===== src/rtl/mem_fill_arbiter.sv =====
// Write-port arbiter shared by CPU stores and a constant-fill engine (screen clear / memset).
// CPU writes always own the port; the fill engine consumes every cycle the CPU leaves idle.
module mem_fill_arbiter #(
  parameter int DATA_WIDTH = 16,
  parameter int ADDR_WIDTH = 10
) (
  input  logic                  clk,
  input  logic                  rst,
  input  logic                  cpu_write_m,
  input  logic [ADDR_WIDTH-1:0] cpu_write_addr,
  input  logic [DATA_WIDTH-1:0] cpu_out_m,
  input  logic                  fill_req,
  input  logic [ADDR_WIDTH-1:0] fill_base,
  input  logic [ADDR_WIDTH:0]   fill_len,
  input  logic [DATA_WIDTH-1:0] fill_value,
  input  logic                  fill_abort,
  output logic                  ram_wren,
  output logic [ADDR_WIDTH-1:0] ram_addr,
  output logic [DATA_WIDTH-1:0] ram_data,
  output logic                  fill_busy,
  output logic                  fill_done,
  output logic [15:0]           fill_stalls
);

  typedef enum logic [1:0] {IDLE, FILL, DONE} state_t;

  state_t                state;
  state_t                state_next;
  logic [ADDR_WIDTH-1:0] ptr;
  logic [ADDR_WIDTH:0]   remaining;
  logic [DATA_WIDTH-1:0] fill_val;
  logic                  fill_write;
  logic                  fill_stolen;

  // An abort suppresses the fill write in the same cycle it is seen.
  assign fill_write  = (state == FILL) && !fill_abort && !cpu_write_m;
  assign fill_stolen = (state == FILL) && !fill_abort && cpu_write_m;

  always_ff @(posedge clk or posedge rst) begin
    if (rst) state <= IDLE;
    else     state <= state_next;
  end

  always_comb begin
    state_next = state;
    case (state)
      IDLE: if (fill_req) state_next = (fill_len == '0) ? DONE : FILL;
      FILL: begin
        if (fill_abort)                                     state_next = IDLE;
        else if (fill_write && remaining == (ADDR_WIDTH+1)'(1)) state_next = DONE;
      end
      DONE:    state_next = IDLE;
      default: state_next = IDLE;
    endcase
  end

  always_ff @(posedge clk or posedge rst) begin
    if (rst) begin
      ptr         <= '0;
      remaining   <= '0;
      fill_val    <= '0;
      fill_stalls <= '0;
    end else begin
      if (state == IDLE && fill_req) begin
        ptr         <= fill_base;
        remaining   <= fill_len;
        fill_val    <= fill_value;
        fill_stalls <= '0;
      end
      if (fill_stolen && fill_stalls != 16'hFFFF) fill_stalls <= fill_stalls + 16'd1;
      // ptr wraps naturally at 2^ADDR_WIDTH.
      if (fill_write) begin
        ptr       <= ptr + ADDR_WIDTH'(1);
        remaining <= remaining - (ADDR_WIDTH+1)'(1);
      end
    end
  end

  always_comb begin
    ram_wren = 1'b0;
    ram_addr = ptr;
    ram_data = fill_val;
    if (cpu_write_m) begin
      ram_wren = 1'b1;
      ram_addr = cpu_write_addr;
      ram_data = cpu_out_m;
    end else if (fill_write) begin
      ram_wren = 1'b1;
    end
  end

  assign fill_busy = (state != IDLE);
  assign fill_done = (state == DONE);

endmodule


===== config.mk =====
export PLATFORM = sky130hd
export DESIGN_NAME = mem_fill_arbiter
export DESIGN_NICKNAME = d
export VERILOG_FILES = /design/src/rtl/mem_fill_arbiter.sv
export SDC_FILE = /design/constraint.sdc
export NUM_CORES = 1
export LEC_CHECK = 0
export BUFFER_PORTS_ARGS = -buffer_cell sky130_fd_sc_hd__buf_2
export CAP_MARGIN = 10
export CORE_MARGIN = 2
export CORE_UTILIZATION = 54
export DETAILED_ROUTE_END_ITERATION = 10
export PLACE_DENSITY = 0.85
export SYNTH_ARGS = -nofsm -noshare
export SYNTH_HDL_FRONTEND = slang
export SYNTH_SLANG_ARGS = --single-unit

===== constraint.sdc =====
create_clock -name clk -period 4.7 [get_ports clk]
set_input_delay 0.705 -clock clk [delete_from_list [all_inputs] [get_ports clk]]
set_output_delay 0.705 -clock clk [all_outputs]
set_load 0.05 [all_outputs]

==> results.ini <==
[run_status]
outcome = finished clean

[synth]
seq_area_frac_synth_pct = 42.6
ys_warn_count = 0
syn-instance-count = 349
synth_fp_nets = 421
synth_top_area_cell = dfrtp_1
yosysMostFrequentCell = nand2_1
ys_seq_elements = 55
ys_top_cells_by_count = 70 x nand2_1, 55 x dfrtp_1, 26 x mux2_2
syn-cell-area_um2 = 3230
synth_top_area_share_pct = 42.6
synth_cell_types = 53
ys_async_sr_fraction_pct = 100
synth_edf_count = 0
synthFlopType = dfrtp_1
avgSynthCellArea_um2 = 9.25
synthTopCellsByArea = dfrtp_1 43%, mux2_2 9.1%, nand2_1 8.1%

[placement]
gp_congestion = 0.924
numPortBuffers = 112
dp.cells = 517
dpl-instance-area_um2 = 3800
place_ws_ps = 1880
dpl.hpwl_um = 5700

[routing]
drc = 0
avgRoutedWirePerCell_um = 15.3
ant_nets = 0
vias = 3071
totalWireLength_um = 8030
drt_iter0_drc = 235
dr.pass1.iters = 4
routed_via_density = 5.85

[timing]
setup-violations-final = 0
hold_viol_final = 0
setup_ws_ps = 2110
tightest_slew_ps = 1030
period_share_pct = 55.2
grt_setup_unrepaired = no
drv_slew = 0
setup_tns_ps = 0
slew_headroom_pct = 31.3
fmax_mhz = 386
finClkSkew_ps = 6.92
finalCriticalPeriod_ps = 2590

[power_and_ir_drop]
p_clk_share_pct = 14.1
p_switching_mw = 0.920
internal-power_mw = 1.04
power.density_nw_per_um2 = 502
power_frac_seq_pct = 41.2
swShare_pct = 47.1
pwr-share-comb_pct = 44.8
ir_drop_mv = 0.291
p_leak_nw = 1.92

[global_route]
antenna_found_initial = 0
grt-ovfl-total = 0
grt_pass1_wl_um = 13100
grt_max_degree = 56
grt_pass1_vias = 2793
grtUsageTotal_pct = 25.3

[run]
cap_violations = 0

[worst_setup_path]
crit_buf_inv = 2
worstPathMaxFanout = 32
critical_path_required_ps = 3990
r2r_cells = 3
crit_top_cell = buf_2
crit_path_start_kind = primary input
rrSetupSlack_ps = 2280
end_kind = primary output
r2r_end = fill_stalls[13]
r2r-start = state[1]
critPathLaunch = cpu_write_m
critPathKind = primary input to primary output
worstPathArrival_ps = 1890
max_stage_delay_ps = 540
critical-path-top-delay-family = buffers and inverters
critical-path-slowest-cell = buf_2
cp_cell_sequence = buf_2, mux2_2, buf_2

[layout]
utilization_pct = 66.6
final_cell_count_no_fill = 525
syn_to_final_growth_pct = 20.6
antennaDiodeCount = 0
fillerInstances = 505
num-nets-final = 521
drive_gt1_share_pct = 34.9
fin_area_um2 = 3890

[floorplanning]
ios = 113
core_area_um2 = 5850
die_area_um2 = 6610
dieHeight_um = 81.3
dieWidth_um = 81.3
num_rows = 28
initial_core_util_pct = 55.2

[cts]
cts_hold_buffers = 0
worstSkewPairLatency_ps = 310
clkSinkCount = 55
root_buffer = clkbuf_8
cts_tree = done
cts_buffers = 5
clkSlewWorstSetupHoldPaths_ps = 110
htree_levels = 2
cts_buffer_depth = 2
ctsResizeCount = 0
post_cts_buffers = 0

[min_path]
holdCritPathClass = flip-flop to flip-flop
min_from = fill_val[7]
holdPathStages = 2
min_to = fill_val[7]

[registers in the layout, summed over array words and instances (netlist names)]
| register | cells |
|---|---|
| remaining | 11 |
| state | 2 |
| fill_stalls | 16 |
| fill_val | 16 |
| ptr | 10 |
[logic make-up (layout without fill, tap and decap cells)]
group,Yosys count,after routing,synth area share [%]
AND/OR/NAND/NOR,148,148,23.4
AO/OA/AOI/OAI,75,75,16.9
flip-flops,55,55,42.6
buffers and inverters,36,137,4.88
multiplexers,29,29,10.0
adder cells (fa/ha/maj),4,4,1.55
XOR/XNOR,2,2,0.543
[power groups by stage]
stage                     Sequential [mW]  Combinational (mW)  Clock (mW)
final                               0.805               0.875       0.275
after global routing                0.834               0.958       0.300
after CTS                           0.801               0.877       0.280
after detailed placement            0.805               0.878           0
after global placement              0.805               0.855           0
after floorplan                     0.774               0.698           0
[routing by layer]
| layer | wire, um | vias up | GRT usage (%) | part of all wire, % |
|---|---|---|---|---|
| met5 | 0 | - | 0 | 0 |
| met4 | 99 | 0 | 5.93 | 1.2 |
| met3 | 475 | 10 | 3.89 | 5.9 |
| met2 | 3830 | 117 | 40.5 | 48 |
| met1 | 3620 | 1459 | 36.1 | 45 |
| li1 | - | 1485 | - | - |
[how the worst max path moves through the flow]
stage	end	slack, ps	cells past startpoint
after floorplan	ram_addr[5]	2250	3
after global placement	ptr[7]	1930	5
after detailed placement	ptr[7]	1880	5
after CTS	ram_data[15]	2090	3
after global routing	ram_data[15]	2050	3
final	ram_data[15]	2110	3
[per-stage QoR]
stage / hold slack, ps / total power [mW]
2_1_floorplan: 442 / 1.47
3_3_place_gp: 462 / 1.66
3_5_place_dp: 463 / 1.68
4_1_cts: 489 / 1.96
5_1_grt: 517 / 2.09
6_report: 486 / 1.96
[placed cells by master, fill, tap and decap left out, drive strengths merged, types with 3 or more instances in the layout]
cell type / count
a31oi: 8
ha: 4
buf: 114
a211oi: 3
and4: 4
and2: 4
a21o: 3
mux2: 26
dfrtp: 55
o221ai: 3
nand4: 8
nand3: 12
nor3: 8
a21oi: 8
o211ai: 12
nor2: 13
nor2b: 3
nand2: 70
inv: 16
o21ai: 9
mux2i: 3
nor4: 3
a22oi: 6
clkbuf: 5
o31ai: 3
o311ai: 3
or4: 3
and3: 9
a221o: 4
o2111ai: 3
[cell type report]
| class | count | area [um2] | area share, % |
|---|---|---|---|
| Multi-Input combinational cell | 258 | 1700 | 43.6 |
| Sequential cell | 55 | 1380 | 35.3 |
| Timing Repair Buffer | 114 | 576 | 14.8 |
| Tap cell | 75 | 93.8 | 2.41 |
| Clock buffer | 5 | 68.8 | 1.77 |
| Inverter | 15 | 56.3 | 1.45 |
| Clock inverter | 3 | 23.8 | 0.611 |
[worst reg2reg max path, cell delays in order (launching register included)]
cell,delay (ps)
dfrtp_1,510
or3b_1,850
a22oi_2,740
o221ai_1,190
(Power assumes the default switching activity.)
